[src/rtl/multiplier_pkg.sv]
// Shared constants and types for the multiplier input-conditioning path.
// Holds the factor width, the debounce FSM state encoding and the default
// settle window derived from the 2500 Hz board clock.
package multiplier_pkg;

    localparam int FACTOR_W  = 3;
    localparam int PAIR_W    = 2 * FACTOR_W;

    // 2500 Hz board clock, 10 ms settle window -> 25 cycles.
    localparam int CLK_HZ    = 2500;
    localparam int SETTLE_MS = 10;
    localparam int DEBOUNCE_CYCLES_DEFAULT = (CLK_HZ * SETTLE_MS) / 1000;

    typedef enum logic [1:0] {
        IDLE    = 2'd0,
        SETTLE  = 2'd1,
        PRESENT = 2'd2
    } deb_state_t;

endpackage

[src/rtl/factor_debouncer_bit_synchronizer.sv]
// Multi-flop synchroniser for a bus of independent asynchronous bits.
// Every bit gets SYNC_STAGES flops; all flops clear on the async active-low reset.
module bit_synchronizer #(
    parameter int WIDTH       = 6,
    parameter int SYNC_STAGES = 2
) (
    input  logic             clk,
    input  logic             reset,
    input  logic [WIDTH-1:0] i_d,
    output logic [WIDTH-1:0] o_q
);

    logic [WIDTH-1:0] r_stage [SYNC_STAGES];

    // Shift the raw bits through the synchroniser chain.
    always_ff @(posedge clk or negedge reset) begin
        if (!reset) begin
            for (int i = 0; i < SYNC_STAGES; i++) begin
                r_stage[i] <= '0;
            end
        end else begin
            r_stage[0] <= i_d;
            for (int i = 1; i < SYNC_STAGES; i++) begin
                r_stage[i] <= r_stage[i-1];
            end
        end
    end

    assign o_q = r_stage[SYNC_STAGES-1];

endmodule

[src/rtl/factor_debouncer.sv]
// Synchronises and debounces the two 3-bit factor switch banks and presents
// each newly settled pair once on a valid/ready handshake.
// Optional build macro: DEBOUNCE_STATUS_EN adds the o_bounce_cnt status port.
//
// Handshake: o_valid rises when a new settled pair is loaded into
// o_factor_a/o_factor_b; the pair and o_valid stay frozen until a cycle in
// which i_ready is sampled high, after which o_valid is low. i_ready has no
// effect while o_valid is low.
module factor_debouncer
    import multiplier_pkg::*;
#(
    parameter int DEBOUNCE_CYCLES = DEBOUNCE_CYCLES_DEFAULT,
    parameter int SYNC_STAGES     = 2
) (
    input  logic                clk,
    input  logic                reset,
    input  logic [FACTOR_W-1:0] i_factor_a,
    input  logic [FACTOR_W-1:0] i_factor_b,
    input  logic                i_ready,
    output logic [FACTOR_W-1:0] o_factor_a,
    output logic [FACTOR_W-1:0] o_factor_b,
    output logic                o_valid,
    output logic                o_busy,
`ifdef DEBOUNCE_STATUS_EN
    output logic [3:0]          o_bounce_cnt,
`endif
    output deb_state_t          o_dbg_state
);

    localparam int CNT_W = (DEBOUNCE_CYCLES > 1) ? $clog2(DEBOUNCE_CYCLES) : 1;
    localparam logic [CNT_W-1:0] CNT_LAST = CNT_W'(DEBOUNCE_CYCLES - 1);

    logic [PAIR_W-1:0] w_synced;
    deb_state_t        r_state;
    deb_state_t        w_state_n;
    logic [PAIR_W-1:0] r_cand;
    logic [PAIR_W-1:0] w_cand_n;
    logic [CNT_W-1:0]  r_cnt;
    logic [CNT_W-1:0]  w_cnt_n;
    logic [PAIR_W-1:0] r_out;
    logic [PAIR_W-1:0] w_out_n;

    bit_synchronizer #(
        .WIDTH       (PAIR_W),
        .SYNC_STAGES (SYNC_STAGES)
    ) u_sync (
        .clk   (clk),
        .reset (reset),
        .i_d   ({i_factor_a, i_factor_b}),
        .o_q   (w_synced)
    );

    // Register the FSM state, candidate, settle counter and presented pair.
    always_ff @(posedge clk or negedge reset) begin
        if (!reset) begin
            r_state <= IDLE;
            r_cand  <= '0;
            r_cnt   <= '0;
            r_out   <= '0;
        end else begin
            r_state <= w_state_n;
            r_cand  <= w_cand_n;
            r_cnt   <= w_cnt_n;
            r_out   <= w_out_n;
        end
    end

    // Next-state logic: detect change, wait for a full stable window, present once.
    always_comb begin
        w_state_n = r_state;
        w_cand_n  = r_cand;
        w_cnt_n   = r_cnt;
        w_out_n   = r_out;
        case (r_state)
            IDLE: begin
                if (w_synced != r_out) begin
                    w_cand_n  = w_synced;
                    w_cnt_n   = '0;
                    w_state_n = SETTLE;
                end
            end
            SETTLE: begin
                // A change on the final count cycle still restarts the window.
                if (w_synced != r_cand) begin
                    w_cand_n = w_synced;
                    w_cnt_n  = '0;
                end else if (r_cnt == CNT_LAST) begin
                    if (r_cand != r_out) begin
                        w_out_n   = r_cand;
                        w_state_n = PRESENT;
                    end else begin
                        // Switches bounced back to the pair already presented.
                        w_state_n = IDLE;
                    end
                end else begin
                    w_cnt_n = r_cnt + CNT_W'(1);
                end
            end
            PRESENT: begin
                // Input changes are ignored here and picked up from IDLE later.
                if (i_ready) begin
                    w_state_n = IDLE;
                end
            end
            default: begin
                w_state_n = IDLE;
            end
        endcase
    end

`ifdef DEBOUNCE_STATUS_EN
    logic       w_bounce;
    logic [3:0] r_bounce_cnt;

    assign w_bounce = (r_state == SETTLE) &&
                      ((w_synced != r_cand) ||
                       ((r_cnt == CNT_LAST) && (r_cand == r_out)));

    // Count restarts and bounce-back exits, saturating at 15.
    always_ff @(posedge clk or negedge reset) begin
        if (!reset) begin
            r_bounce_cnt <= '0;
        end else if (w_bounce && (r_bounce_cnt != 4'hF)) begin
            r_bounce_cnt <= r_bounce_cnt + 4'd1;
        end
    end

    assign o_bounce_cnt = r_bounce_cnt;
`endif

    assign o_factor_a  = r_out[PAIR_W-1:FACTOR_W];
    assign o_factor_b  = r_out[FACTOR_W-1:0];
    assign o_valid     = (r_state == PRESENT);
    assign o_busy      = (r_state == SETTLE);
    assign o_dbg_state = r_state;

endmodule
[config.mk]
export PLATFORM = sky130hd
export DESIGN_NAME = factor_debouncer
export DESIGN_NICKNAME = d
export VERILOG_FILES = /design/src/rtl/multiplier_pkg.sv /design/src/rtl/factor_debouncer_bit_synchronizer.sv /design/src/rtl/factor_debouncer.sv
export SDC_FILE = /design/constraint.sdc
export NUM_CORES = 1
export LEC_CHECK = 0
export BUFFER_PORTS_ARGS = -buffer_cell sky130_fd_sc_hd__buf_4
export CORE_MARGIN = 3
export CORE_UTILIZATION = 40
export CTS_CLUSTER_SIZE = 16
export DETAILED_ROUTE_END_ITERATION = 16
export GPL_TIMING_DRIVEN = 0
export HOLD_SLACK_MARGIN = 0.12
export MAX_ROUTING_LAYER = met4
export PLACE_DENSITY_LB_ADDON = 0.12
export SLEW_MARGIN = 20
export SYNTH_ARGS = -nofsm -noshare
export SYNTH_HDL_FRONTEND = slang
export SYNTH_SLANG_ARGS = --single-unit
[constraint.sdc]
create_clock -name clk -period 3.6 [get_ports clk]
set_input_delay 0.36 -clock clk [delete_from_list [all_inputs] [get_ports clk]]
set_output_delay 0.36 -clock clk [all_outputs]
set_load 0.05 [all_outputs]
# Yosys cells after proc, flatten, opt, wreduce, memory -nomap -nowiden
# Index checks and enable logic that the tools add are counted.
# Widths: inputs -> output; s select.
# word_totals
ff_bits,31
latchBits,0
mem_bits_rw,0
rom_bits,0
inputBits,9
mem_count,0
# op_classes
addsub,1
n_mul,0
n_div,0
n_lt_le_gt_ge,0
eq_ne,12
shift,0
mux,13
n_bitwise,1
reduce_logical,6
# op_table
cell,count
$ne 6x6->1,3
$mux 5,3
$mux 6,2
$pmux 6 s2,1
$mux 2,5
$pmux 5 s2,1
$reduce_and 4->1,2
$ne 2x2->1 const B,3
$pmux 2 s3,1
$reduce_and 3->1,2
$add 5x1->5 const B,1
$eq 5x5->1 const B,1
$ne 2x1->1 const B,2
$ne 3x3->1 const B,1
$eq 2x1->1 const B,1
$eq 2x2->1 const B,1
$logic_not 2->1,1
$reduce_bool 2->1,1
$not 1->1,1

# Depth between registers and ports, before layout
# logic_depth
ltp_word,5
depth_mapped,7

# Cells and area by module
# From an unflattened synthesis, not the netlist that was laid out.
# hier_totals
cells_unflattened,106
hier_area_um2,1402.6
# modules_own_cells
module,instances,cells_each,area_per_inst_um2,seq_area_each_um2
factor_debouncer,1,88,1057.3,475.5
bit_synchronizer,1,18,345.3,300.3

# Worst setup path after synthesis
# Ideal clock, no wire load.
# synth_timing
kind,reg-to-reg
start,"reg r_state[0], in the netlist o_dbg_state[0]"
end,reg r_out[0]
setup_ns,0.125
arrival_time_ns,1.843
required_time_ns,3.475
slack_ns,1.632
path_stages_with_launch,5
synth_period_minus_slack_ns,1.968
cell_sequence,dfrtp_1 nand2_1 or4_1 buf_6 mux2_4
# synth_via
elab_chain_len,2
# synth_rtl
item,line,source
start: declaration,factor_debouncer.sv:34,deb_state_t r_state;
start signal: assignment,factor_debouncer.sv:61,r_state <= w_state_n;
$eq 2x1->1,factor_debouncer.sv:74,case (r_state)
$reduce_and 4->1 (no line),n/a,
end signal: assignment,factor_debouncer.sv:64,r_out <= w_out_n;
end: declaration,factor_debouncer.sv:40,logic [PAIR_W-1:0] r_out;
# Every way passes these cells.
# A chain may end at the register's enable or synchronous reset.

# Worst setup path in the final report
# layout_timing
start,reg u_sync.r_stage (netlist bit u_sync.o_q[2])
end,reg r_out[4]
# layout_via
elab_chain_len,3
# layout_rtl
item,line,source
start: declaration,factor_debouncer_bit_synchronizer.sv:13,logic [WIDTH-1:0] r_stage [SYNC_STAGES];
start signal: indexed assignment,factor_debouncer_bit_synchronizer.sv:24,r_stage[i] <= r_stage[i-1];
$ne 6x6->1,factor_debouncer.sv:84,if (w_synced != r_cand) begin
$not 1->1 (no line),n/a,
$reduce_and 4->1 (no line),n/a,
# Every way passes these cells.

==> run metrics <==
status complete, no violations; grt ovf 0; htree depth 2; max-cap viol count 0; hold-fix buffers at CTS 1; Async S/R FF share, synth 100%; Setup WS pre-CTS 1680 ps; # IOs 19; Final setup viols 0; Fin. Hold Viols 0; largest net degree at the start of global routing 32; ant diodes 0; shortest period the worst path allows 1920 ps; hpwl dp 1.60 mm; Worst setup SP type register; CTS Sinks 31; top cells by area, synth dfrtp_1 (58%), xnor2_1 (10%), mux2_4 (6.7%); sequential element share of the synthesized area 57.5%; P_leak 0.734 nW; Via Count 822; fmax 0.520 GHz; crit end category register; DRT iter0 DRCs 56; max-slew violations 0; TritonCTS Buffers 5; period utilization 53.4%; Placed Area 1540 sq um; DR pass1 iterations 3; final setup margin 1680 ps; #FFs+latches synth 31; fraction of layout cells with a size suffix above 1 28.8%; GRT Resource Usage Total 12.8%; Tightest Hold Check Type in -> reg; RSZ-0062 raised after global routing no; clk root buf clkbuf_4; Layout Utilization 52.4%; commonest cells in the netlist dfrtp_1 (31), xnor2_1 (16); design internal power 0.000452 W; Max clock buf depth 2; DRC Markers 0; DIE AREA 4100 sq um; post-CTS setup buffers 0; row count 20; Req. time, crit path 3810 ps; ys flop type dfrtp_1; count of cell types in the netlist 25; actual slew at the worst max-slew pin 673 ps; multi-input logic area 539 sq um; routability congestion estimate 0.749; clock group share of total power 29.9%; Logic pwr share 7.1%; slew margin rel. 54.8%; CORE AREA 3130 sq um; pwr dens 357 nW/um^2; initial antenna violation count 0; critical path class reg -> reg; die width 64.1 microns; worst-path fanout max 8; count leader, synth dfrtp_1; number of global-route vias before repair 854; Gate Count Post-Synth 102; vias per std cell 4.67; routed wire length 2.29 mm; sw power 0.000134 W; Sum Neg Setup Slack 0 ps; Post-Syn Area 1350 sq um; Final ANT Viol Nets 0; Cell Count Post-Placement 164; Port Buffers 18; CP arrival 2130 ps; Non-Filler Instances 176; Fillers 290; Net Sw Frac 22.9%; Syn-to-layout area delta 21.6%; FF+latch area 776 sq um; nets 144; Starting Density 43.1%; Setup Skew 11.4 ps; sequential share of power 63.0%; CTS clk-pin slew, worst paths 80 ps; Max IR drop VDD 0.215 mV; Gates resized, CTS repair 0; post-synthesis net count 113; drt wl/cell 13.0 microns; Die H 64.1 microns; clock latency at the later pin of the worst-skew pair 330 ps; Post-synth EDFFs 0; Synth top area share 57.5%; final instance area 1640 sq um; global-route wire length before repair 3.71 mm; synth warn 0; cell accounting for the most synthesized area dfrtp_1; Mean Syn Cell Area 13.2 sq um; TritonCTS clock tree done
[power groups by stage]
stage	clock, W	sequential [W]	combinational (W)
floorplan	0	0.000375	0.0000203
detailed placement	0	0.000377	0.0000374
CTS	0.000184	0.000370	0.0000385
global placement	0	0.000376	0.0000371
global route	0.000199	0.000371	0.0000469
finish	0.000175	0.000370	0.0000416
[registers in the layout, summed over array words and instances (netlist names)]
name            count
r_cand              6
r_out               6
u_sync.o_q          6
u_sync.r_stage      6
r_cnt               5
o_dbg_state         2
[logic make-up (layout without fill, tap and decap cells)]
group / after synthesis / after routing / share of synthesized area [%]
xor gates and xnor gates: 20 / 20 / 13.0
buffers and inverters: 7 / 37 / 2.50
adders and majority gates: 2 / 2 / 1.85
muxes: 13 / 13 / 12.4
and+or+nand+nor: 20 / 20 / 8.26
AOI/OAI and AO/OA: 9 / 9 / 4.45
DFF: 31 / 31 / 57.5
[cell type report]
type / count / area share, %
sequential: 31 / 47.3
multi-input combinational: 64 / 32.9
buffer: 1 / 0.687
tap: 44 / 3.36
inverter: 6 / 1.37
timing repair buffer: 24 / 11.9
clock buffer: 6 / 2.52
[worst max-delay path, stage by stage, from the launching register on]
cell	delay, ps
dfrtp_1	410
xnor2_1	180
nand4_1	180
or4_1	550
buf_6	170
mux2_4	300
[per-layer routing]
layer	wire (microns)	share of wire [%]	track usage (%)
met2	1040	45	17.7
met3	131	5.7	4.04
met4	70	3.1	9.97
met1	1050	46	15.3
met5	0	0	-
[cells in the final DEF, fill, tap and decap left out]
| cell | n |
|---|---|
| dfrtp_1 | 31 |
| buf_4 | 18 |
| xnor2_1 | 16 |
| inv_1 | 6 |
| nand2_1 | 6 |
| mux2_2 | 6 |
| mux2_4 | 6 |
| dlygate4sd3_1 | 6 |
| clkbuf_4 | 5 |
| xor2_1 | 4 |
| nand4_1 | 3 |
| nand3_1 | 3 |
| o21ai_1 | 3 |
| nor2_1 | 2 |
| o21ai_0 | 2 |
| ha_1 | 2 |
| o31ai_2 | 1 |
| nand2b_1 | 1 |
| nand4b_1 | 1 |
| nor4_1 | 1 |
| or4_1 | 1 |
| buf_6 | 1 |
| nor2b_4 | 1 |
| o22ai_1 | 1 |
| mux2i_1 | 1 |
| o211ai_1 | 1 |
| nor3_1 | 1 |
| o32ai_1 | 1 |
| clkbuf_1 | 1 |
[per-stage QoR]
step / power [W] / hold slack (ps)
6_report: 0.000586 / 141
5_1_grt: 0.000617 / 120
4_1_cts: 0.000593 / 122
3_5_place_dp: 0.000414 / 313
3_3_place_gp: 0.000413 / 313
2_1_floorplan: 0.000395 / 64.4
[final timing paths]
path | start | to | slack [ps] | depth (start not counted)
setup reg to reg | u_sync.o_q[2]$_DFF_PN0_ | r_out[4]$_DFFE_PN0P_ | 1680 | 5
max in group asynchronous | reset | r_out[4]$_DFFE_PN0P_ | 2820 | 2
setup / recovery | u_sync.o_q[2]$_DFF_PN0_ | r_out[4]$_DFFE_PN0P_ | 1680 | 5
min in group asynchronous | reset | r_cnt[2]$_DFFE_PN0P_ | 480 | 2
hold reg to reg | u_sync.r_stage[6]$_DFF_PN0_ | u_sync.o_q[0]$_DFF_PN0_ | 350 | 0
hold / removal | i_factor_b[0] | u_sync.r_stage[6]$_DFF_PN0_ | 140 | 1
Note: power is estimated with default switching activity, not from simulation.
